## config.mk

```make
export PLATFORM = sky130hd
export DESIGN_NAME = frame_sync_capture
export DESIGN_NICKNAME = d
export VERILOG_FILES = /design/src/rtl/frame_sync_capture.sv
export SDC_FILE = /design/constraint.sdc
export NUM_CORES = 1
export LEC_CHECK = 0
export CAP_MARGIN = 10
export CORE_AREA = 8 8 74 63
export DETAILED_ROUTE_END_ITERATION = 16
export DIE_AREA = 0 0 82 71
export HOLD_SLACK_MARGIN = 0.12
export PLACE_DENSITY = 0.92
export SLEW_MARGIN = 20
export SYNTH_ARGS = -nofsm -noshare
export SYNTH_HDL_FRONTEND = slang
export SYNTH_SLANG_ARGS = --single-unit
export TNS_END_PERCENT = 1
```

## constraint.sdc

```tcl
create_clock -name clk -period 4.6 [get_ports clk]
set_input_delay 0.46 -clock clk [delete_from_list [all_inputs] [get_ports clk]]
set_output_delay 0.46 -clock clk [all_outputs]
set_load 0.005 [all_outputs]
```

## src/rtl/frame_sync_capture.sv

```systemverilog
// frame_sync_capture
//
// Watches the 16-bit parallel window of an upstream serial-in shift register,
// hunts for a sync word, then slices the bits that follow into aligned 16-bit
// payload words. Once per frame it expects the sync word again. A lock/flywheel
// mechanism tolerates up to MAX_MISS-1 consecutive missed sync checks before
// dropping back to hunting.
//
// Ports
//   clk        rising-edge clock, shared with the upstream shift register
//   resetn     synchronous, active-low reset
//   window     shift-register parallel output, bit 0 newest, bit 15 oldest
//   word_out   last captured payload word, held between captures
//   word_valid one-cycle pulse, word_out is new this cycle
//   locked     sync confirmed at the expected frame position
//   sync_err   one-cycle pulse on a missed sync check
module frame_sync_capture #(
    parameter logic [15:0] SYNC_WORD       = 16'hA5C3,
    parameter int          WORDS_PER_FRAME = 4,
    parameter int          MAX_MISS        = 2
) (
    input  logic        clk,
    input  logic        resetn,
    input  logic [15:0] window,
    output logic [15:0] word_out,
    output logic        word_valid,
    output logic        locked,
    output logic        sync_err
);

    typedef enum logic [1:0] {
        HUNT,
        PAYLOAD,
        CHECK
    } state_t;

    localparam logic [7:0] LAST_WORD  = 8'(WORDS_PER_FRAME);
    localparam logic [3:0] MISS_LIMIT = 4'(MAX_MISS);

    state_t      state_reg,      state_next;
    logic [3:0]  bit_cnt_reg,    bit_cnt_next;
    logic [7:0]  word_cnt_reg,   word_cnt_next;
    logic [3:0]  miss_cnt_reg,   miss_cnt_next;
    logic [15:0] word_out_reg,   word_out_next;
    logic        word_valid_reg, word_valid_next;
    logic        locked_reg,     locked_next;
    logic        sync_err_reg,   sync_err_next;

    logic        sync_hit;
    logic [3:0]  miss_inc;
    logic [7:0]  word_inc;

    assign sync_hit = (window == SYNC_WORD);
    assign miss_inc = miss_cnt_reg + 4'd1;
    assign word_inc = word_cnt_reg + 8'd1;

    always_ff @(posedge clk) begin
        if (!resetn) begin
            state_reg      <= HUNT;
            bit_cnt_reg    <= 4'd0;
            word_cnt_reg   <= 8'd0;
            miss_cnt_reg   <= 4'd0;
            word_out_reg   <= 16'h0000;
            word_valid_reg <= 1'b0;
            locked_reg     <= 1'b0;
            sync_err_reg   <= 1'b0;
        end else begin
            state_reg      <= state_next;
            bit_cnt_reg    <= bit_cnt_next;
            word_cnt_reg   <= word_cnt_next;
            miss_cnt_reg   <= miss_cnt_next;
            word_out_reg   <= word_out_next;
            word_valid_reg <= word_valid_next;
            locked_reg     <= locked_next;
            sync_err_reg   <= sync_err_next;
        end
    end

    always_comb begin
        state_next      = state_reg;
        bit_cnt_next    = bit_cnt_reg;
        word_cnt_next   = word_cnt_reg;
        miss_cnt_next   = miss_cnt_reg;
        word_out_next   = word_out_reg;
        word_valid_next = 1'b0;
        locked_next     = locked_reg;
        sync_err_next   = 1'b0;

        case (state_reg)
            HUNT: begin
                // The edge that samples the match is the frame origin, so the
                // bit counter restarts here and wraps exactly 16 edges later.
                if (sync_hit) begin
                    state_next    = PAYLOAD;
                    bit_cnt_next  = 4'd0;
                    word_cnt_next = 8'd0;
                end
            end

            PAYLOAD: begin
                // Sync-looking data in this state is ignored on purpose:
                // alignment is only ever re-established from HUNT.
                bit_cnt_next = bit_cnt_reg + 4'd1;
                if (bit_cnt_reg == 4'd15) begin
                    word_out_next   = window;
                    word_valid_next = 1'b1;
                    word_cnt_next   = word_inc;
                    if (word_inc == LAST_WORD) begin
                        state_next = CHECK;
                    end
                end
            end

            CHECK: begin
                bit_cnt_next = bit_cnt_reg + 4'd1;
                if (bit_cnt_reg == 4'd15) begin
                    word_cnt_next = 8'd0;
                    if (sync_hit) begin
                        miss_cnt_next = 4'd0;
                        locked_next   = 1'b1;
                        state_next    = PAYLOAD;
                    end else begin
                        sync_err_next = 1'b1;
                        if (miss_inc == MISS_LIMIT) begin
                            locked_next   = 1'b0;
                            miss_cnt_next = 4'd0;
                            state_next    = HUNT;
                        end else begin
                            // Flywheel: keep the assumed frame position.
                            miss_cnt_next = miss_inc;
                            state_next    = PAYLOAD;
                        end
                    end
                end
            end

            default: begin
                state_next = HUNT;
            end
        endcase
    end

    assign word_out   = word_out_reg;
    assign word_valid = word_valid_reg;
    assign locked     = locked_reg;
    assign sync_err   = sync_err_reg;

endmodule

```

==> metrics.cfg, run 1 <==
[floorplan]
dieArea_um2 = 5820
die_w_um = 82
core_um2 = 3550
initial_utilization = 0.515
die_y_um = 71
ios = 37
fp-row-count = 20

[cells_and_area]
largest_reg_flops = 16
syn_to_final_growth_pct = 27.9
fin_nets = 278
drive_above_1_share = 0.0632
layout_common_cells = nand2_1, dfxtp_1, clkdlybuf4s50_1
final_util = 0.660
num_antenna_cells = 0
layout_commonest_cell = nand2_1

[drt]
routed_wl_um = 4230
wl_per_cell_um = 14.2
drc = 0
vias_per_cell = 5.45
vias = 1619
antenna_left = 0
first_pass_iters = 4
first_iter_violations = 93

[timing]
slew_violations = 0
fmax_ghz = 0.412
fin_crit_sh = 0.528
finalHoldViolations = 0
fin_ws_ns = 2.17
setup_violations = 0
fin_crit_ns = 2.43
rsz0062_at_grt = no
worst_pin_slew_ns = 0.893
fin_skew_ns = 0.00564
setup_tns_ns = 0
slew_headroom = 0.401

[global_route]
track_usage = 0.159
grt_pass1_wl_um = 7330
grt_overflow_total = 0
first_global_vias = 1550
antenna_found_initial = 0
grt_max_degree = 26

[critical_path]
critPathKind = in2reg
worstPathCellList = clkdlybuf4s50_1, nor4b_2, a41oi_1, nor3_2, nand2_1, o31ai_1
r2r_slack_ns = 2.37
slowest_delay_ns = 0.77
crit_required_ns = 4.81
timing.rr.end = word_cnt_reg[2]
cp_top_family = simple AND/OR/NAND/NOR gates
r2r-start = state_reg[1]
cp-start-kind = primary input
arrival_ns = 2.64
cp_max_fo = 14
crit_slowest_cell = nor3_2
cp_num_buf_inv = 1
reg2reg_depth = 7
end_kind = flop

[synthesis]
yosysSeqAreaShare = 0.404
synth_cells = 219
ys_ff_latch = 37
avgSynthCellArea_um2 = 8.36
synth_cell_types = 41
yosys_warnings = 0
synth.cell_area_um2 = 1830
syn-num-nets = 245

[flow_run]
drv_cap = 0

[placement]
gp_congestion = 0.791
portBuffers = 36
post-dp-hpwl_um = 3070
pre_cts_slack_ns = 1.91

[min_path]
holdCritStartpoint = word_out[2]
hold_class = reg2reg
min_path_cells = 2
hold_path_end = word_out[2]

[pwr]
seq_power_share = 0.465
clkPwrFrac = 0.495
p_leak_nw = 0.805
p_int_mw = 0.553
vdd_drop_max_mv = 0.232
power_density_nw_per_um2 = 294
p_sw_frac = 0.196
p_comb_frac = 0.040
power.switching_mw = 0.135
finalPower_mw = 0.688

[clock_network]
cts_hold_buffers = 0
cts_root_buffer = clkbuf_8
h-tree-depth = 2
clock_tree.buffer_depth = 2
numCtsBuffers = 5
path_clk_slew_ns = 0.08
cts_tree = yes
cts.sinks = 37
post-cts-setup-buffers = 0
cts_resized = 0
clock_latency_ns = 0.30

[outcome]
status = completed

[stage by stage]
stage          std cells  area [µm²]  hold slack [ns]
2_1_floorplan        219        1830            0.452
3_3_place_gp         289        2210            0.449
3_5_place_dp         289        2210            0.456
4_1_cts              297        2340            0.466
5_1_grt              297        2340            0.480
6_report             297        2340            0.465
[power by group through the flow]
stage	Combinational [mW]	Sequential (mW)	Clock (mW)
finish	0.0278	0.320	0.340
global placement	0.0271	0.328	0
global route	0.0298	0.320	0.354
detailed placement	0.0276	0.328	0
CTS	0.0278	0.320	0.343
floorplan	0.00942	0.328	0
[cell usage after synthesis, drive strengths merged]
master,n,share of area
o41ai,1,0.0089
nand3b,2,0.0082
nand4,5,0.017
o32ai,1,0.0048
o221ai,4,0.019
and4b,1,0.0055
xor2,1,0.0048
nor4b,2,0.013
nor2b,9,0.031
nand3,13,0.036
a32oi,1,0.0048
o21a,1,0.0041
nor3b,1,0.0041
ha,8,0.055
dfxtp,37,0.40
mux2i,3,0.016
o21ai,6,0.016
a21oi,3,0.0082
o32a,1,0.0055
nor3,2,0.0082
and3,3,0.010
nand2b,2,0.0068
a41oi,2,0.0096
nor2,7,0.014
or2,3,0.010
and4bb,2,0.014
inv,6,0.012
o31ai,1,0.0041
o22ai,2,0.0068
or3b,1,0.0048
nand2,52,0.11
a21boi,21,0.086
clkbuf,10,0.020
buf,1,0.0041
or4b,1,0.0055
and2,3,0.010
[layer usage]
metal | track usage | wire length (µm) | vias up
met3 | 0.0468 | 175 | 9
met1 | 0.191 | 1930 | 754
met2 | 0.253 | 2040 | 29
met4 | 0.0720 | 87 | 0
met5 | 0 | 0 | -
li1 | - | - | 827
[tightest hold or removal path, delay by kind of cell, from the launching register on]
| kind | cells | cell delay, ns |
|---|---|---|
| flops | 1 | 0.31 |
| compound gates | 1 | 0.06 |
| simple gates | 1 | 0.05 |
[cells by family after synthesis]
group | after synthesis | share of synthesized area
AND/OR/NAND/NOR | 109 | 0.305
AO/OA/AOI/OAI | 44 | 0.178
flip-flops | 37 | 0.404
buffers and inverters | 17 | 0.0369
adder cells (fa/ha/maj) | 8 | 0.0546
multiplexers | 3 | 0.0164
XOR/XNOR | 1 | 0.00478
[final cells by class]
type                            instances  area [µm²]
Timing Repair Buffer                   37         368
Clock inverter                          3        65.1
Sequential cell                        37         741
Clock buffer                            5        68.8
Fill cell                             291        1210
Inverter                                6        22.5
Multi-Input combinational cell        165        1020
Tap cell                               44        55.1
[worst max path at each step]
stage	from	endpoint	cells past startpoint
global placement	window[3]	word_cnt_reg[6]	6
floorplan	word_cnt_reg[0]	state_reg[1]	6
detailed placement	window[4]	word_cnt_reg[6]	6
finish	window[4]	word_cnt_reg[2]	6
CTS	window[4]	word_cnt_reg[6]	6
global route	window[3]	word_cnt_reg[2]	6
Power figures use the tool's default switching activity.
==> run 2, diff against run 1 <==
--- a/config.mk
+++ b/config.mk
@@ -6,11 +6,11 @@
 export NUM_CORES = 1
 export LEC_CHECK = 0
 export CAP_MARGIN = 10
-export CORE_AREA = 8 8 74 63
+export CORE_AREA = 8 8 80 68
 export DETAILED_ROUTE_END_ITERATION = 16
-export DIE_AREA = 0 0 82 71
+export DIE_AREA = 0 0 88 76
 export HOLD_SLACK_MARGIN = 0.12
-export PLACE_DENSITY = 0.92
+export PLACE_DENSITY = 0.84
 export SLEW_MARGIN = 20
 export SYNTH_ARGS = -nofsm -noshare
 export SYNTH_HDL_FRONTEND = slang
==> constraint.sdc (replaced) <==
create_clock -name clk -period 2 [get_ports clk]
set_input_delay 0.2 -clock clk [delete_from_list [all_inputs] [get_ports clk]]
set_output_delay 0.2 -clock clk [all_outputs]
set_load 0.005 [all_outputs]
==> run 2 against run 1 <==
  * Setup slack got worse by 2.2 ns
  * Critical path depth unchanged
  * Clock power increased by 53%
  * Sequential share of layout area decreased by 1.3 points
==> metrics.cfg, run 2 (synthesized netlist as in run 1, its figures left out) <==
[clock_network]
clock_tree.buffer_depth = 2  ; unchanged
cts_root_buffer = clkbuf_8
numCtsBuffers = 5  ; unchanged
path_clk_slew_ns = 0.07  ; about the same
cts.sinks = 37  ; unchanged
h-tree-depth = 2  ; unchanged
clock_latency_ns = 0.28  ; -0.02 ns
post-cts-setup-buffers = 0  ; unchanged
cts_tree = yes

[critical_path]
cp-start-kind = flop
arrival_ns = 2.16  ; -0.48 ns
cp_top_family = simple AND/OR/NAND/NOR gates
cp_max_fo = 2  ; -12
worstPathCellList = ha_4, or4b_4, o41ai_4, or3b_4, mux2i_1, nor2b_1
crit_slowest_cell = or4b_4
slowest_delay_ns = 0.46  ; -0.31 ns
crit_required_ns = 2.18  ; -2.63 ns
end_kind = flop
critPathKind = reg2reg
cp_num_buf_inv = 0  ; -1

[pwr]
power_density_nw_per_um2 = 540  ; +84%
vdd_drop_max_mv = 0.343  ; +48%
p_leak_nw = 0.851  ; +5.8%

[floorplan]
dieArea_um2 = 6690  ; +15%
core_um2 = 4270  ; +20%
fp-row-count = 22  ; +10%
initial_utilization = 0.429  ; -0.0862
die_w_um = 88  ; +7.3%
ios = 37  ; unchanged
die_y_um = 76  ; +7.0%

[cells_and_area]
final_cells = 324  ; +9.1%
layout_common_cells = nand2_1, clkdlybuf4s50_1, dfxtp_1
drive_above_1_share = 0.117  ; +0.0542
seq_area_um2 = 743  ; +0.34%
num_antenna_cells = 0  ; unchanged
layout_commonest_cell = nand2_1
fin_nets = 290  ; +4.3%
largest_reg_flops = 16  ; unchanged
nFillCells = 393  ; +35%
syn_to_final_growth_pct = 33.8
final_util = 0.574  ; -0.0850
multi_input_area_um2 = 1050  ; +2.9%

[timing]
worst_pin_slew_ns = 0.436  ; -0.457 ns
fin_crit_ns = 1.98
fin_crit_sh = 0.991
fmax_ghz = 0.504
setup_tns_ns = 0  ; unchanged
slew_headroom = 0.705  ; +0.304
slew_violations = 0  ; unchanged
fin_skew_ns = 0.00586  ; +0.000219 ns
rsz0062_at_grt = yes
setup_violations = 0  ; unchanged
finalHoldViolations = 0  ; unchanged

[drt]
antenna_left = 0  ; unchanged
wl_per_cell_um = 13.5  ; -5.2%
drc = 0  ; unchanged
first_iter_violations = 92  ; -1.1%
routed_wl_um = 4370  ; +3.4%
vias_per_cell = 5.29  ; -2.9%
vias = 1715  ; +5.9%
first_pass_iters = 4  ; unchanged

[outcome]
status = completed

[global_route]
antenna_found_initial = 0  ; unchanged
grt_pass1_wl_um = 7470  ; +1.9%
first_global_vias = 1580  ; +1.9%
grt_max_degree = 26  ; unchanged
grt_overflow_total = 0  ; unchanged
track_usage = 0.137  ; -0.0224

[placement]
portBuffers = 36  ; unchanged
gp_congestion = 0.785  ; -0.80%
dp.cells = 317  ; +9.7%
post-dp-hpwl_um = 3200  ; +4.3%

[min_path]
hold_class = reg2reg

[flow_run]
drv_cap = 0  ; unchanged

[run 2: cell count changes in the layout (fill, tap and decap cells not counted), sizes merged]
cell and delta:
bufinv -2, clkinv -1, clkbuf +2, buf +12
[run 2: what timing repair did]
| item | in CTS | in global routing |
|---|---|---|
| pin swaps | 0 | 0 |
| endpoints found under the hold margin | 0 | 0 |
| gates resized for setup | 1 | 6 |
| endpoints found under the setup margin | 1 | 2 |
| hold buffers | 0 | 0 |
[run 2: layout make-up]
cell class / count / share of cell area
multi-input cells: 165 / 0.430
flip-flops and latches: 37 / 0.303
repair buffers: 49 / 0.192
clock buffers: 7 / 0.0352
well taps: 60 / 0.0306
inverters: 6 / 0.00919
[run 2: layer usage]
layer  vias up  GRT usage  part of all wire
met5         -          0                 0
met4         0     0.0583             0.021
met3        11     0.0409             0.048
met2        40      0.203              0.48
met1       805      0.177              0.45
li1        859          -                 -
[run 2: stage by stage]
stage / area [µm²] / setup WS [ns] / hold slack (ns) / power [mW]
final: 2450 / 0.0177 / 0.463 / 1.32
after global routing: 2450 / -0.0602 / 0.483 / 1.37
after CTS: 2420 / -0.0307 / 0.466 / 1.33
after detailed placement: 2330 / -0.0892 / 0.457 / 0.822
after global placement: 2330 / 0.0250 / 0.449 / 0.821
after floorplan: 1830 / 0.0826 / 0.345 / 0.775
[run 2: worst reg2reg max path: cells and delay by family (launching register included)]
family                   cells  cell delay (ns)
flip-flops                   1             0.36
multiplexers                 1             0.16
AO/OA/AOI/OAI                1             0.26
adder cells (fa/ha/maj)      1             0.14
AND/OR/NAND/NOR              3             0.96
[run 2: power by group]
group          total, mW  internal (mW)  switching (mW)
clock network      0.519          0.273           0.245
registers          0.736          0.736       0.0000413
logic             0.0682         0.0441          0.0241
total               1.32           1.05           0.270
[run 2: worst paths after layout]
kind                            slack [ns]      endpoint            start  cells past startpoint
worst max-delay path                  0.02  state_reg[1]  word_cnt_reg[0]                      6
worst min-delay path                  0.46   word_out[2]      word_out[2]                      2
worst max register to register        0.02  state_reg[1]  word_cnt_reg[0]                      6
worst min register to register        0.46   word_out[2]      word_out[2]                      2
==> run 3, diff against run 2 <==
--- a/config.mk
+++ b/config.mk
@@ -5,10 +5,11 @@
 export SDC_FILE = /design/constraint.sdc
 export NUM_CORES = 1
 export LEC_CHECK = 0
-export CAP_MARGIN = 10
+export CAP_MARGIN = 20
 export CORE_AREA = 8 8 80 68
 export DETAILED_ROUTE_END_ITERATION = 16
 export DIE_AREA = 0 0 88 76
+export GPL_TIMING_DRIVEN = 0
 export HOLD_SLACK_MARGIN = 0.12
 export PLACE_DENSITY = 0.84
 export SLEW_MARGIN = 20
==> run 3 against run 2 <==
  * The run now ends with setup timing left
  * Die area unchanged
  * Fmax decreased by 1.8%
  * Global-route usage increased by 0.45 points
  * Power grew 0.93%
  * Via count is 1.2% lower
  * Critical path depth unchanged
  * Wire length about the same
  * Critical path type unchanged
  * Critical endpoint unchanged
  * Largest cell class unchanged
  * Highest routed layer unchanged
==> metrics.cfg, run 3 (synthesized netlist as in run 1, its figures left out) <==
[outcome]
status = finished, violations left
violations = setup timing

[clock_network]
numCtsBuffers = 5  ; unchanged
path_clk_slew_ns = 0.07  ; about the same
clock_tree.buffer_depth = 2  ; unchanged
clock_latency_ns = 0.29  ; about the same
cts_tree = yes
cts.sinks = 37  ; unchanged
cts_root_buffer = clkbuf_8
h-tree-depth = 2  ; unchanged

[floorplan]
initial_utilization = 0.429  ; unchanged
die_w_um = 88  ; unchanged
core_um2 = 4270  ; unchanged
die_y_um = 76  ; unchanged
ios = 37  ; unchanged
fp-row-count = 22  ; unchanged
dieArea_um2 = 6690  ; unchanged

[timing]
rsz0062_at_grt = yes
setup_violations = 1  ; +1
fin_crit_ns = 2.02  ; +0.0366 ns
worst_pin_slew_ns = 0.512  ; +0.0761 ns
fin_crit_sh = 1.01  ; +0.0183
fin_skew_ns = 0.00325  ; -0.00261 ns
slew_headroom = 0.654  ; -0.0514
fin_ws_ns = -0.0189  ; -0.0366 ns
finalHoldViolations = 0  ; unchanged
slew_violations = 0  ; unchanged
fmax_ghz = 0.495  ; -1.8%

[critical_path]
end_kind = flop
cp_top_family = simple AND/OR/NAND/NOR gates
cp-start-kind = flop
reg2reg_depth = 6  ; unchanged
crit_required_ns = 2.19  ; about the same
cp_num_buf_inv = 0  ; unchanged
r2r-start = word_cnt_reg[0]
crit_slowest_cell = or4b_1
worstPathCellList = ha_4, or4b_1, o41ai_2, or3b_4, mux2i_1, nor2b_1
arrival_ns = 2.21  ; +0.05 ns
slowest_delay_ns = 0.45  ; about the same
cp_max_fo = 4  ; +2
r2r_slack_ns = -0.02  ; -0.04 ns
timing.rr.end = state_reg[1]
critPathKind = reg2reg

[cells_and_area]
final_util = 0.558  ; -0.0164
layout_commonest_cell = nand2_1
layout_common_cells = nand2_1, clkdlybuf4s50_1, dfxtp_1
num_antenna_cells = 0  ; unchanged
final_cells = 321  ; -0.93%
largest_reg_flops = 16  ; unchanged
syn_to_final_growth_pct = 30.0
drive_above_1_share = 0.0766  ; -0.0408
fin_nets = 287  ; -1.0%

[global_route]
first_global_vias = 1631  ; +3.2%
grt_overflow_total = 0  ; unchanged
antenna_found_initial = 0  ; unchanged
grt_max_degree = 11  ; -58%
track_usage = 0.141  ; +0.00446
grt_pass1_wl_um = 7600  ; +1.8%

[drt]
drc = 0  ; unchanged
first_iter_violations = 148  ; +61%
antenna_left = 0  ; unchanged
first_pass_iters = 4  ; unchanged
routed_wl_um = 4370  ; about the same
vias_per_cell = 5.28  ; -0.24%
vias = 1695  ; -1.2%
wl_per_cell_um = 13.6  ; +0.87%

[min_path]
min_path_cells = 2  ; unchanged
hold_path_end = word_out[5]
hold_class = reg2reg
holdCritStartpoint = word_out[5]

[placement]
post-dp-hpwl_um = 3230  ; +0.93%
dp.cells = 315  ; -0.63%
portBuffers = 36  ; unchanged
gp_congestion = 0.792  ; +0.93%

[pwr]
p_leak_nw = 0.797  ; -6.4%
finalPower_mw = 1.34  ; +0.93%
power_density_nw_per_um2 = 561  ; +3.9%
vdd_drop_max_mv = 0.377  ; +10%

[flow_run]
drv_cap = 0  ; unchanged

-- run 3: worst max path at each step --
stage,start,endpoint,slack (ns),depth (start not counted)
after CTS,word_cnt_reg[0],state_reg[1],-0.01,6
after detailed placement,window[3],word_cnt_reg[2],-0.23,7
after global placement,window[3],word_cnt_reg[2],-0.28,7
after floorplan,word_cnt_reg[0],state_reg[1],0.08,6
after global routing,word_cnt_reg[0],state_reg[1],-0.08,6
final,word_cnt_reg[0],state_reg[1],-0.02,6
-- run 3: per-stage QoR --
stage	setup TNS, ns	cell area (µm²)	hold WS (ns)	worst slack, ns
after CTS	-0.0131	2370	0.467	-0.0131
after global placement	-1.69	2270	0.451	-0.277
after detailed placement	-1.65	2270	0.457	-0.233
after floorplan	0	1830	0.345	0.0826
after global routing	-0.166	2380	0.497	-0.0807
final	-0.0189	2380	0.463	-0.0189
-- run 3: layout make-up --
type,instances,area (µm²)
Sequential cell,37,746
Tap cell,60,75.1
Inverter,6,22.5
Clock buffer,7,86.3
Buffer,10,46.3
Fill cell,378,1890
Timing Repair Buffer,36,360
Multi-Input combinational cell,165,1040
-- run 3: worst reg2reg max path: cells and delay by family (launching register included) --
kind                     cells  cell delay (ns)
adder cells (fa/ha/maj)      1             0.14
multiplexers                 1             0.16
flip-flops                   1             0.38
AND/OR/NAND/NOR              3             0.95
AO/OA/AOI/OAI                1             0.29
-- run 3: repair_timing --
action | CTS | global route
gates cloned | 0 | 0
pin swaps | 0 | 0
setup endpoints to repair | 12 | 19
buffers inserted | 0 | 0
resized for setup | 6 | 6
hold buffers | 0 | 0
-- run 3: power breakdown --
part           internal [mW]  leakage, nW  switching, mW
clock                  0.273       0.0443          0.259
combinational         0.0412        0.453         0.0268
sequential             0.735        0.299      0.0000427
total                   1.05        0.797          0.286
-- run 3: per-layer routing --
| metal | wire length, µm | GRT usage |
|---|---|---|
| met2 | 2010 | 0.209 |
| met4 | 89 | 0.0686 |
| met1 | 2050 | 0.180 |
| met5 | 0 | 0 |
| met3 | 215 | 0.0420 |
